[src/rtl/mcp3208_responder.sv]
//------------------------------------------------------------------------------
// Module      : mcp3208_responder
// Description : MCP3208-style SPI ADC responder. Decodes the start/SGL/D2..D0
//               command and returns a 12-bit single-ended or clamped
//               differential result from the ch_data bus.
//               Optional build macro MCP_LSB_TAIL_EN: LSB-first tail after B0.
// Revision    : 1.0 - initial release
//------------------------------------------------------------------------------
`default_nettype none

module mcp3208_responder #(
    parameter int SYNC_STAGES = 2
) (
    input  logic        clock,
    input  logic        reset_n,
    input  logic        sclk,
    input  logic        ncs,
    input  logic        mosi,
    output logic        miso,
    output logic        miso_oe,
    input  logic [95:0] ch_data,
    output logic        sample_strobe,
    output logic        frame_done,
    output logic        frame_error,
    output logic [3:0]  last_cmd
);

    typedef enum logic [2:0] {
        IDLE       = 3'd0,
        WAIT_START = 3'd1,
        CMD        = 3'd2,
        SAMPLE     = 3'd3,
        DATA       = 3'd4,
        TAIL       = 3'd5
    } state_t;

    state_t                  r_state;
    state_t                  w_state_nxt;
    logic [SYNC_STAGES-1:0]  r_sclk_sync;
    logic [SYNC_STAGES-1:0]  r_ncs_sync;
    logic [SYNC_STAGES-1:0]  r_mosi_sync;
    logic                    r_sclk_prev;
    logic [3:0]              r_bit_cnt;
    logic [3:0]              w_bit_cnt_nxt;
    logic [2:0]              r_cmd;
    logic [2:0]              w_cmd_nxt;
    logic [3:0]              r_last_cmd;
    logic [3:0]              w_last_cmd_nxt;
    logic [11:0]             r_shift;
    logic [11:0]             w_shift_nxt;
    logic                    r_miso;
    logic                    w_miso_nxt;
    logic                    r_miso_oe;
    logic                    w_miso_oe_nxt;
    logic                    r_sample_strobe;
    logic                    w_sample_strobe_nxt;
    logic                    r_frame_done;
    logic                    w_frame_done_nxt;
    logic                    r_frame_error;
    logic                    w_frame_error_nxt;

    logic                    w_sclk_s;
    logic                    w_ncs_s;
    logic                    w_mosi_s;
    logic                    w_sclk_rise;
    logic                    w_sclk_fall;
    logic [2:0]              w_d;
    logic [6:0]              w_base_a;
    logic [6:0]              w_base_b;
    logic [11:0]             w_ch_a;
    logic [11:0]             w_ch_b;
    logic [12:0]             w_diff;
    logic [11:0]             w_result;
`ifdef MCP_LSB_TAIL_EN
    logic [3:0]              w_tail_idx;
`endif

    assign w_sclk_s    = r_sclk_sync[SYNC_STAGES-1];
    assign w_ncs_s     = r_ncs_sync[SYNC_STAGES-1];
    assign w_mosi_s    = r_mosi_sync[SYNC_STAGES-1];
    assign w_sclk_rise = w_sclk_s & ~r_sclk_prev;
    assign w_sclk_fall = ~w_sclk_s & r_sclk_prev;

    // Result selection; the 13-bit difference sign bit drives the clamp to 0.
    assign w_d      = r_last_cmd[2:0];
    assign w_base_a = {4'b0000, w_d} * 7'd12;
    assign w_base_b = {4'b0000, w_d ^ 3'b001} * 7'd12;
    assign w_ch_a   = ch_data[w_base_a +: 12];
    assign w_ch_b   = ch_data[w_base_b +: 12];
    assign w_diff   = {1'b0, w_ch_a} - {1'b0, w_ch_b};
    assign w_result = r_last_cmd[3] ? w_ch_a : (w_diff[12] ? 12'h000 : w_diff[11:0]);
`ifdef MCP_LSB_TAIL_EN
    assign w_tail_idx = r_bit_cnt + 4'd1;
`endif

    always_ff @(posedge clock or negedge reset_n) begin
        if (!reset_n) begin
            r_state         <= IDLE;
            r_sclk_sync     <= '0;
            r_ncs_sync      <= '1;
            r_mosi_sync     <= '0;
            r_sclk_prev     <= 1'b0;
            r_bit_cnt       <= 4'd0;
            r_cmd           <= 3'd0;
            r_last_cmd      <= 4'h0;
            r_shift         <= 12'h000;
            r_miso          <= 1'b0;
            r_miso_oe       <= 1'b0;
            r_sample_strobe <= 1'b0;
            r_frame_done    <= 1'b0;
            r_frame_error   <= 1'b0;
        end else begin
            r_state         <= w_state_nxt;
            r_sclk_sync     <= {r_sclk_sync[SYNC_STAGES-2:0], sclk};
            r_ncs_sync      <= {r_ncs_sync[SYNC_STAGES-2:0], ncs};
            r_mosi_sync     <= {r_mosi_sync[SYNC_STAGES-2:0], mosi};
            r_sclk_prev     <= w_sclk_s;
            r_bit_cnt       <= w_bit_cnt_nxt;
            r_cmd           <= w_cmd_nxt;
            r_last_cmd      <= w_last_cmd_nxt;
            r_shift         <= w_shift_nxt;
            r_miso          <= w_miso_nxt;
            r_miso_oe       <= w_miso_oe_nxt;
            r_sample_strobe <= w_sample_strobe_nxt;
            r_frame_done    <= w_frame_done_nxt;
            r_frame_error   <= w_frame_error_nxt;
        end
    end

    always_comb begin
        w_state_nxt         = r_state;
        w_bit_cnt_nxt       = r_bit_cnt;
        w_cmd_nxt           = r_cmd;
        w_last_cmd_nxt      = r_last_cmd;
        w_shift_nxt         = r_shift;
        w_miso_nxt          = r_miso;
        w_miso_oe_nxt       = r_miso_oe;
        w_sample_strobe_nxt = 1'b0;
        w_frame_done_nxt    = 1'b0;
        w_frame_error_nxt   = 1'b0;

        if (w_ncs_s) begin
            w_state_nxt       = IDLE;
            w_miso_nxt        = 1'b0;
            w_miso_oe_nxt     = 1'b0;
            w_frame_error_nxt = (r_state == CMD) || (r_state == SAMPLE) || (r_state == DATA);
        end else begin
            case (r_state)
                IDLE: begin
                    w_state_nxt   = WAIT_START;
                    w_bit_cnt_nxt = 4'd0;
                end
                WAIT_START: begin
                    if (w_sclk_rise && w_mosi_s) begin
                        w_state_nxt   = CMD;
                        w_bit_cnt_nxt = 4'd0;
                    end
                end
                CMD: begin
                    if (w_sclk_rise) begin
                        w_cmd_nxt     = {r_cmd[1:0], w_mosi_s};
                        w_bit_cnt_nxt = r_bit_cnt + 4'd1;
                        if (r_bit_cnt == 4'd3) begin
                            w_last_cmd_nxt = {r_cmd, w_mosi_s};
                            w_state_nxt    = SAMPLE;
                        end
                    end
                end
                SAMPLE: begin
                    if (w_sclk_rise) begin
                        w_shift_nxt         = w_result;
                        w_sample_strobe_nxt = 1'b1;
                        w_bit_cnt_nxt       = 4'd0;
                        w_state_nxt         = DATA;
                    end
                end
                DATA: begin
                    // Count 0 is the null bit; the rotate leaves r_shift intact after B0.
                    if (w_sclk_fall) begin
                        w_bit_cnt_nxt = r_bit_cnt + 4'd1;
                        if (r_bit_cnt == 4'd0) begin
                            w_miso_nxt    = 1'b0;
                            w_miso_oe_nxt = 1'b1;
                        end else begin
                            w_miso_nxt  = r_shift[11];
                            w_shift_nxt = {r_shift[10:0], r_shift[11]};
                            if (r_bit_cnt == 4'd12) begin
                                w_frame_done_nxt = 1'b1;
                                w_bit_cnt_nxt    = 4'd0;
                                w_state_nxt      = TAIL;
                            end
                        end
                    end
                end
                TAIL: begin
                    if (w_sclk_fall) begin
`ifdef MCP_LSB_TAIL_EN
                        if (r_bit_cnt < 4'd11) begin
                            w_miso_nxt    = r_shift[w_tail_idx];
                            w_bit_cnt_nxt = r_bit_cnt + 4'd1;
                        end else begin
                            w_miso_nxt = 1'b0;
                        end
`else
                        w_miso_nxt = 1'b0;
`endif
                    end
                end
                default: begin
                    w_state_nxt = IDLE;
                end
            endcase
        end
    end

    assign miso          = r_miso & r_miso_oe;
    assign miso_oe       = r_miso_oe;
    assign sample_strobe = r_sample_strobe;
    assign frame_done    = r_frame_done;
    assign frame_error   = r_frame_error;
    assign last_cmd      = r_last_cmd;

endmodule

`default_nettype wire

[config.mk]
export PLATFORM = sky130hd
export DESIGN_NAME = mcp3208_responder
export DESIGN_NICKNAME = d
export VERILOG_FILES = /design/src/rtl/mcp3208_responder.sv
export SDC_FILE = /design/constraint.sdc
export NUM_CORES = 1
export LEC_CHECK = 0
export CAP_MARGIN = 10
export CORE_UTILIZATION = 50
export DETAILED_ROUTE_END_ITERATION = 16
export GPL_TIMING_DRIVEN = 0
export HOLD_SLACK_MARGIN = 0.02
export PLACE_DENSITY_LB_ADDON = 0.08
export SYNTH_ARGS = -nofsm -noshare
export SYNTH_HDL_FRONTEND = slang
export SYNTH_SLANG_ARGS = --single-unit
[constraint.sdc]
create_clock -name clock -period 5.2 [get_ports clock]
set_input_delay 0.52 -clock clock [delete_from_list [all_inputs] [get_ports clock]]
set_output_delay 0.52 -clock clock [all_outputs]
set_load 0.02 [all_outputs]
Yosys cells after proc, flatten, opt, wreduce, memory -nomap -nowiden
Cells that the tools add are included.
{"block": "op_classes", "addsub": 2, "mul": 2, "div": 0, "n_lt_le_gt_ge": 0, "n_eq_ne": 21, "shift": 2, "mux": 40, "n_bitwise": 7, "n_reduce_logical": 18}
{"operator": "96-bit by 8-bit indexed part select with 12-bit output", "n": 2}
{"operator": "12-bit two-way mux", "n": 5}
{"operator": "3-bit two-way mux", "n": 8}
{"operator": "4-bit two-way mux", "n": 6}
{"operator": "12-bit case mux with 2 select lines", "n": 1}
{"operator": "4-bit case mux with 5 select lines", "n": 1}
{"operator": "3-bit != test, second input constant", "n": 6}
{"operator": "3-bit case mux with 6 select lines", "n": 1}
{"operator": "1-bit two-way mux", "n": 17}
{"operator": "12-bit by 12-bit subtractor with 13-bit output", "n": 1}
{"operator": "2-bit != test, second input constant", "n": 6}
{"operator": "3-bit by 2-bit multiplier with 5-bit output, second input constant", "n": 2}
{"operator": "3-bit AND reduction", "n": 3}
{"operator": "8-bit AND reduction", "n": 1}
{"operator": "2-bit nonzero test", "n": 4}
{"operator": "3-bit by 2-bit == test with 1-bit output, second input constant", "n": 2}
{"operator": "3-bit == test, second input constant", "n": 2}
{"operator": "3-bit by 2-bit != test with 1-bit output, second input constant", "n": 2}
{"operator": "6-bit AND reduction", "n": 1}
{"operator": "5-bit AND reduction", "n": 1}
{"operator": "5-bit nonzero test", "n": 1}
{"operator": "4-bit by 1-bit adder with 4-bit output, second input constant", "n": 1}
{"operator": "4-bit by 2-bit == test with 1-bit output, second input constant", "n": 1}
{"operator": "4-bit == test, second input constant", "n": 1}
{"operator": "other kinds (10)", "n": 16}
{"block": "word_totals", "ff_bits": 38, "latchBits": 0, "ramBits": 0, "romBits": 0, "input_bits": 101, "output_inout_bits": 9, "mem_count": 0}

Longest topological paths before layout
Gate-level depths: netlist of run 1.
{"block": "logic_depth", "word_depth": 8, "ltp_mapped": 14, "ltp_nobuf": 11}

Worst setup path after synthesis of run 1
No wires, ideal clock.
{"block": "synth_timing", "path_type": "register -> register", "startpoint": "register r_last_cmd[1] (netlist: last_cmd[1])", "endpoint": "register r_shift[1]", "setup_ns": 0.127, "t_arrival_ns": 3.496, "required_time_ns": 5.073, "path_slack_ns": 1.577, "stages_incl_launch_ff": 12, "path_buffers": 2, "period_less_slack_ns": 3.623, "path_cell_list": "dfrtp_1 -> buf_2 -> mux4_2 -> mux2_2 -> fa_1 -> a21o_1 -> a2111oi_4 -> a21oi_1 -> a41o_1 -> buf_2 -> a221oi_2 -> nor3_1"}
{"block": "synth_via", "elab_chain_len": 7, "word_cells_on_any_way": 9, "cone_classes": "1 x add/sub; 2 x mul; 2 x shift; 4 x mux"}
{"element": "start: declaration", "line": "47", "source": "logic [3:0] r_last_cmd;"}
{"element": "start signal: assignment", "line": "120", "source": "r_last_cmd <= w_last_cmd_nxt;"}
{"element": "3-bit by 2-bit multiplier with 5-bit output, on equally long branches", "line": "86, 87"}
{"element": "96-bit by 8-bit indexed part select with 12-bit output, on equally long branches", "line": "88, 89"}
{"element": "12-bit by 12-bit subtractor with 13-bit output", "line": "90", "source": "assign w_diff = {1'b0, w_ch_a} - {1'b0, w_ch_b};"}
{"element": "12-bit two-way mux", "line": "91", "source": "assign w_result = r_last_cmd[3] ? w_ch_a : (w_diff[12] ? 12'h000 : w_diff[11:0]);"}
{"element": "12-bit two-way mux *", "line": "91"}
{"element": "12-bit two-way mux *", "line": "170", "source": "if (w_sclk_rise) begin"}
{"element": "12-bit case mux with 2 select lines *", "line": "148", "source": "case (r_state)"}
{"element": "end signal: assignment", "line": "121", "source": "r_shift <= w_shift_nxt;"}
{"element": "end: declaration", "line": "49", "source": "logic [11:0] r_shift;"}
Every way passes the cells marked *; elsewhere a longest branch is shown, timed or not. The select of a mux whose other input is x is not followed.
A chain may end at the register's enable or synchronous reset.

Worst setup path in the final report of run 1
{"block": "layout_timing", "startpoint": "register r_last_cmd[0] (netlist: last_cmd[0])", "endpoint": "register r_shift[1]"}
{"block": "layout_via", "elab_chain_len": 8, "word_cells_on_any_way": 10, "cone_classes": "1 x add/sub; 2 x mul; 2 x shift; 4 x mux; 1 x bitwise"}
{"element": "1-bit inverter (no line)"}
{"element": "3-bit by 2-bit multiplier with 5-bit output", "line": "87", "source": "assign w_base_b = {4'b0000, w_d ^ 3'b001} * 7'd12;"}
{"element": "96-bit by 8-bit indexed part select with 12-bit output", "line": "89", "source": "assign w_ch_b = ch_data[w_base_b +: 12];"}
{"element": "12-bit by 12-bit subtractor with 13-bit output", "line": "90"}
{"element": "12-bit two-way mux", "line": "91"}
{"element": "12-bit two-way mux *", "line": "91"}
{"element": "12-bit two-way mux *", "line": "170"}
{"element": "12-bit case mux with 2 select lines *", "line": "148"}
Marks and branches as above.

==> metrics.txt, run 1 <==
Min Hold Slack=0.323 ns; PwrDens=218 mW/mm²; RSZ-0062 raised after global routing=no; DR DRC count=0; Switching Share=0.310; Die X=83.5 µm; Routed Antenna Nets=0; nets@finish=546; Max Fanout on Critical Path=10; Final Power=1010 µW; final wirelength=8.64 mm; register area=953 µm²; Bufs and invs on worst path=4; post-DR wirelength/cell=17.0 µm; maximum vdd drop=0.000238 V; Worst Tran Pin Value=0.916 ns; first-pass GRT wire length=14.4 mm; Detailed Place HPWL=6.99 mm; status=complete, no violations; asr flop ratio synth=1.00; Synth Area in Adders=0.0587; area of the multi-input gates=0.00225 mm²; commonest non-fill, non-tap cell in the layout=clkdlybuf4s50_1; commonest non-fill, non-tap cells in the layout=clkdlybuf4s50_1, dfrtp_1, a21oi_1; Post-CTS Resized=0; Synth Instances=314; # IOs=110; largest area contributor in the netlist=dfrtp_1; Compound-Gate Fraction of Synth Area=0.168; CP required=5.38 ns; global placement routability congestion=0.908; CTS H-tree depth=2; setup violators final=0; via count of the first global-routing pass=3071; Synth Area in XOR/XNOR=0.0184; GRT Residual Overflow=0; largest family of logic cells by synthesized area=multiplexers; Root Driver=clkbuf_8; Final min period=3.93 ns; Layout area overhead=38.8%; Top Family by Delay on Critical Path=compound AO/OA/AOI/OAI gates; fillers=500; Max Root-Sink Buffers=2; die height=83.5 µm; P_sw=313 µW; Max-slew headroom=0.384; register share of total power=0.393; Distinct cells, synth=54; CTS Sinks=38; register area share after synthesis=0.287; post-synthesis mux area share=0.303; share of the synthesized area in the top cell type=0.271; total leakage power=0.00180 µW; DR iter-0 viols=163; Fin Setup TNS=0 ns; slowest CP cell=buf_1; Max Slew Vio Count=0; worst skew pair latency=0.30 ns; DR pass1 iterations=4; mapped cell area=0.00332 mm²; clk_skew=0.00582 ns; Final Core Density=0.723; Ant. Diodes=0; Hold WC Path Type=input pin to async pin; share of layout cells above drive strength 1=0.190; yosys warns=0; #FFs+latches synth=38; vias post-DR=3013; ys flop type=dfrtp_1; Initial Util=0.521; Avg Cell Area, Syn=10.6 µm²; highest clock rate=255 MHz; Critical Path End Type=flip-flop; total track usage=0.255; Setup crit start kind=flip-flop; initial antenna violation count=0; Pint=695 µW; max incr delay on CP=0.61 ns; crit path cell chain=buf_2, buf_1, mux2_2, ha_1, inv_1, fa_1, a21o_1, a2111oi_4, a21oi_1, a41o_1, buf_2, a221oi_2, nor3_1; Clock Power Share=0.246; Most common cell on crit path=buf_2; Area contributors post-synth=dfrtp_1, mux4_2, mux2_2; Simple-Gate Fraction of Synth Area=0.127; Post-synth EDFFs=0; Tcrit/Tclk final=0.755; Logic pwr share=0.361; CTS tree=built; Core Area=0.00639 mm²; drt via density=5.93; Post-CTS Hold Buffers=0; post-route insts no fill=508; Max-Cap Viols=0; PortBufs=109; std cell rows=29; largest net degree at the start of global routing=39; placed cells=500; Num CTS Buffers=5; final hold violations=0; Crit Path Category=flip-flop to flip-flop; syn_nets=430; clk slew on worst S/H paths=0.07 ns; CP arrival=4.11 ns; post-CTS setup buffer count=0; die area=0.00698 mm²
-- flip-flops by register name (all words and copies together) (netlist names) --
register       cells
r_ncs_sync         2
r_sclk_prev        1
r_miso             1
r_sclk_sync        2
miso_oe            1
r_shift           12
frame_done         1
sample_strobe      1
last_cmd           4
r_bit_cnt          4
r_mosi_sync        2
frame_error        1
r_cmd              3
r_state            3
-- logic make-up after synthesis --
| group | count (synthesis) |
|---|---|
| xor+xnor | 7 |
| buf+inv | 26 |
| mux | 62 |
| compound gates | 84 |
| flops | 38 |
| simple gates | 82 |
| fa+ha+maj | 15 |
-- synth_stat cells, drive strengths merged, types with 2 or more instances --
library cell   n
dfrtp         36
a21oi         31
mux4          29
o21ai         24
nor2          21
mux2          20
nand2         17
buf           14
ha            14
mux2i         13
nor3          12
inv            7
nand3          6
or3            6
a221oi         5
and3           5
clkbuf         5
o21a           5
xnor2          4
a211oi         3
and2           3
nor2b          3
xor2           3
a21o           2
a22oi          2
dfstp          2
nand2b         2
nand3b         2
o31ai          2
-- worst register-to-register path: cells and delay by family (launching register included) --
family                   cells  cell delay (ns)
flip-flops                   1             0.47
buffers and inverters        4             1.15
adder cells (fa/ha/maj)      2             0.57
AND/OR/NAND/NOR              1             0.08
AO/OA/AOI/OAI                5             1.24
multiplexers                 1             0.30
-- power by group through the flow --
stage,clock network [µW],registers [µW],logic (µW)
after floorplan,0,391,228
after global placement,0,397,350
after detailed placement,0,401,361
after CTS,252,395,364
after global routing,264,404,400
final,248,396,364
-- final timing paths --
path / from / endpoint / slack, ns / cells past startpoint
min in group clock: r_sclk_sync[0]$_DFF_PN0_ / r_sclk_sync[1]$_DFF_PN0_ / 0.36 / 0
max in group asynchronous: reset_n / r_cmd[1]$_DFFE_PN0P_ / 4.35 / 1
worst min register to register: r_sclk_sync[0]$_DFF_PN0_ / r_sclk_sync[1]$_DFF_PN0_ / 0.36 / 0
worst max register to register: last_cmd[0]$_DFFE_PN0P_ / r_shift[1]$_DFFE_PN0P_ / 1.27 / 13
worst max-delay path: last_cmd[0]$_DFFE_PN0P_ / r_shift[1]$_DFFE_PN0P_ / 1.27 / 13
worst min-delay path: reset_n / r_shift[3]$_DFFE_PN0P_ / 0.32 / 1
-- area by class of cell --
class,instances,share of cell area
repair buffers,109,0.235
clock buffers,5,0.0149
clock inverters,3,0.00867
multi-input cells,250,0.487
inverters,7,0.00569
well taps,77,0.0209
flip-flops and latches,38,0.207
plain buffers,19,0.0214
-- per-stage QoR --
step	setup slack, ns	instance area [µm²]
4_1_cts	1.26	4620
5_1_grt	0.983	4620
3_3_place_gp	1.23	4510
2_1_floorplan	1.58	3320
6_report	1.27	4620
3_5_place_dp	1.24	4510
-- routing by layer --
| layer | wire length, µm | track usage |
|---|---|---|
| met5 | 0 | 0 |
| met1 | 3720 | 0.332 |
| met3 | 441 | 0.0465 |
| met2 | 4380 | 0.446 |
| met4 | 87 | 0.0539 |
Note: power is estimated with default switching activity, not from simulation.
==> run 2: changes to the inputs <==
--- a/config.mk
+++ b/config.mk
@@ -6,7 +6,7 @@
 export NUM_CORES = 1
 export LEC_CHECK = 0
 export CAP_MARGIN = 10
-export CORE_UTILIZATION = 50
+export CORE_UTILIZATION = 42
 export DETAILED_ROUTE_END_ITERATION = 16
 export GPL_TIMING_DRIVEN = 0
 export HOLD_SLACK_MARGIN = 0.02
==> constraint.sdc (replaced) <==
create_clock -name clock -period 3.1 [get_ports clock]
set_input_delay 0.31 -clock clock [delete_from_list [all_inputs] [get_ports clock]]
set_output_delay 0.31 -clock clock [all_outputs]
set_load 0.02 [all_outputs]
==> metrics.txt, run 2 (synthesis gave the netlist of run 1 again) <==
status=finished with violations; failing checks=setup timing; clk slew on worst S/H paths=0.08 ns (about the same); CTS H-tree depth=2 (unchanged); Worst Tran Pin Value=0.925 ns (+0.00842 ns); DR iter-0 viols=90 (-45%); CP arrival=3.58 ns (-0.53 ns); Reg-to-Reg End=r_shift[11]$_DFFE_PN0P_; drt via density=5.51 (-7.1%); worst reg2reg setup slack=-0.30 ns (-1.57 ns); Max-slew headroom=0.378 (-0.00566); Die X=91.0 µm (+8.9%); total leakage power=0.00190 µW (+5.4%); pre-CTS setup slack=-0.589 ns (-1.83 ns); Initial Util=0.432 (-0.0881); Placed Area=0.00458 mm² (+1.6%); PortBufs=109 (unchanged); nets@finish=559 (+2.4%); GRT Residual Overflow=0 (unchanged); total track usage=0.226 (-0.0291); Setup crit start kind=flip-flop; Largest Register=r_shift; final wirelength=8.72 mm (+0.95%); placed cells=525 (+5.0%); post-route cell area=0.00488 mm² (+5.7%); first-pass GRT wire length=15.0 mm (+3.8%); Tcrit/Tclk final=1.10 (+0.341); DR DRC count=0 (unchanged); Hold WC Path Type=input pin to async pin; Max Slew Vio Count=0 (unchanged); die area=0.00828 mm² (+19%); # IOs=110 (unchanged); CP required=3.28 ns (-2.10 ns); vias post-DR=3008 (-0.17%); max reg flops=12 (unchanged); Ant. Diodes=0 (unchanged); Routed Antenna Nets=0 (unchanged); CTS tree=built; PwrDens=373 mW/mm² (+71%); share of layout cells above drive strength 1=0.243 (+0.0530); fillers=643 (+29%); Critical Path End Type=flip-flop; Detailed Place HPWL=6.98 mm (-0.20%); Max Fanout on Critical Path=5 (-5); CTS Sinks=38 (unchanged); R2R depth=13 (unchanged); worst skew pair latency=0.29 ns (about the same); post-DR wirelength/cell=16.0 µm (-6.1%); Layout area overhead=46.7%; Final min period=3.40 ns (-0.529 ns); DR pass1 iterations=4 (unchanged); Max-Cap Viols=0 (unchanged); final hold violations=0 (unchanged); clk_skew=0.00453 ns (-0.00129 ns); commonest non-fill, non-tap cell in the layout=clkdlybuf4s50_1; Crit Path Category=flip-flop to flip-flop; post-route insts no fill=546 (+7.5%); highest clock rate=294 MHz (+16%); Root Driver=clkbuf_8; Final Core Density=0.635 (-0.0882); setup violators final=12 (+12); initial antenna violation count=0 (unchanged); global placement routability congestion=0.887 (-2.3%); RSZ-0062 raised after global routing=yes; Worst R2R Start=last_cmd[1]$_DFFE_PN0P_; Core Area=0.00769 mm² (+20%); maximum vdd drop=0.000382 V (+60%); largest net degree at the start of global routing=39 (unchanged); std cell rows=32 (+10%); Worst Slack Setup Final=-0.299 ns (-1.57 ns); Max Root-Sink Buffers=2 (unchanged); via count of the first global-routing pass=3149 (+2.5%); Num CTS Buffers=5 (unchanged); commonest non-fill, non-tap cells in the layout=clkdlybuf4s50_1, dfrtp_1, mux4_2; die height=91.0 µm (+8.9%)
[run 2: metrics by stage]
step / hold WS (ns) / total power, µW / setup TNS, ns
2_1_floorplan: 0.0144 / 1050 / -1.95
3_3_place_gp: 0.333 / 1270 / -5.50
3_5_place_dp: 0.335 / 1280 / -5.76
4_1_cts: 0.139 / 1820 / -3.08
5_1_grt: 0.180 / 1930 / -4.71
6_report: 0.0999 / 1820 / -2.87
[run 2: layout make-up]
cell class                 count  area, µm²  share of cell area
sequential                    38        955               0.196
tap                          102        128              0.0262
clock buffer                   6       82.6              0.0169
buffer                        19        155              0.0318
timing repair buffer         122       1190               0.245
clock inverter                 2       60.1              0.0123
multi-input combinational    250       2280               0.467
inverter                       7       26.3             0.00539
[run 2: power breakdown]
group	switching, µW	internal, µW	total (µW)	leakage [µW]
Sequential	63.6	597	660	0.000485
Clock	180	343	523	0.0000714
Combinational	284	350	634	0.00134
Total	527	1290	1820	0.00190
[run 2: worst max-delay path: stages, from the launching register on]
cell	delay [ns]
dfrtp_2	0.44
buf_12	0.13
mux4_2	0.51
mux2i_2	0.21
ha_2	0.22
inv_2	0.04
fa_2	0.35
a21o_1	0.21
a2111oi_4	0.37
a21oi_2	0.12
a41o_1	0.24
buf_2	0.19
a211oi_2	0.20
a211oi_1	0.06
[run 2: layer usage]
layer | wire (µm) | global-route usage | vias up
met5 | 0 | 0 | -
met4 | 63 | 0.0437 | 0
met3 | 301 | 0.0318 | 8
met2 | 4490 | 0.399 | 58
met1 | 3860 | 0.297 | 1465
li1 | - | - | 1477
[run 2: worst max path at each step]
stage / start / endpoint / slack (ns) / cells after the start
floorplan: last_cmd[1]$_DFFE_PN0P_ / r_shift[1]$_DFFE_PN0P_ / -0.24 / 13
global placement: ch_data[72] / r_shift[1]$_DFFE_PN0P_ / -0.56 / 13
detailed placement: ch_data[72] / r_shift[1]$_DFFE_PN0P_ / -0.59 / 13
CTS: last_cmd[1]$_DFFE_PN0P_ / r_shift[1]$_DFFE_PN0P_ / -0.32 / 13
global route: last_cmd[1]$_DFFE_PN0P_ / r_shift[6]$_DFFE_PN0P_ / -0.46 / 13
finish: last_cmd[1]$_DFFE_PN0P_ / r_shift[11]$_DFFE_PN0P_ / -0.30 / 13
[run 2: what timing repair did]
| action | in CTS | in global routing |
|---|---|---|
| hold buffers | 0 | 0 |
| pin swaps | 4 | 0 |
| setup endpoints to repair | 12 | 12 |
| resized for setup | 9 | 4 |
| buffers inserted | 10 | 2 |
| cloned | 1 | 0 |
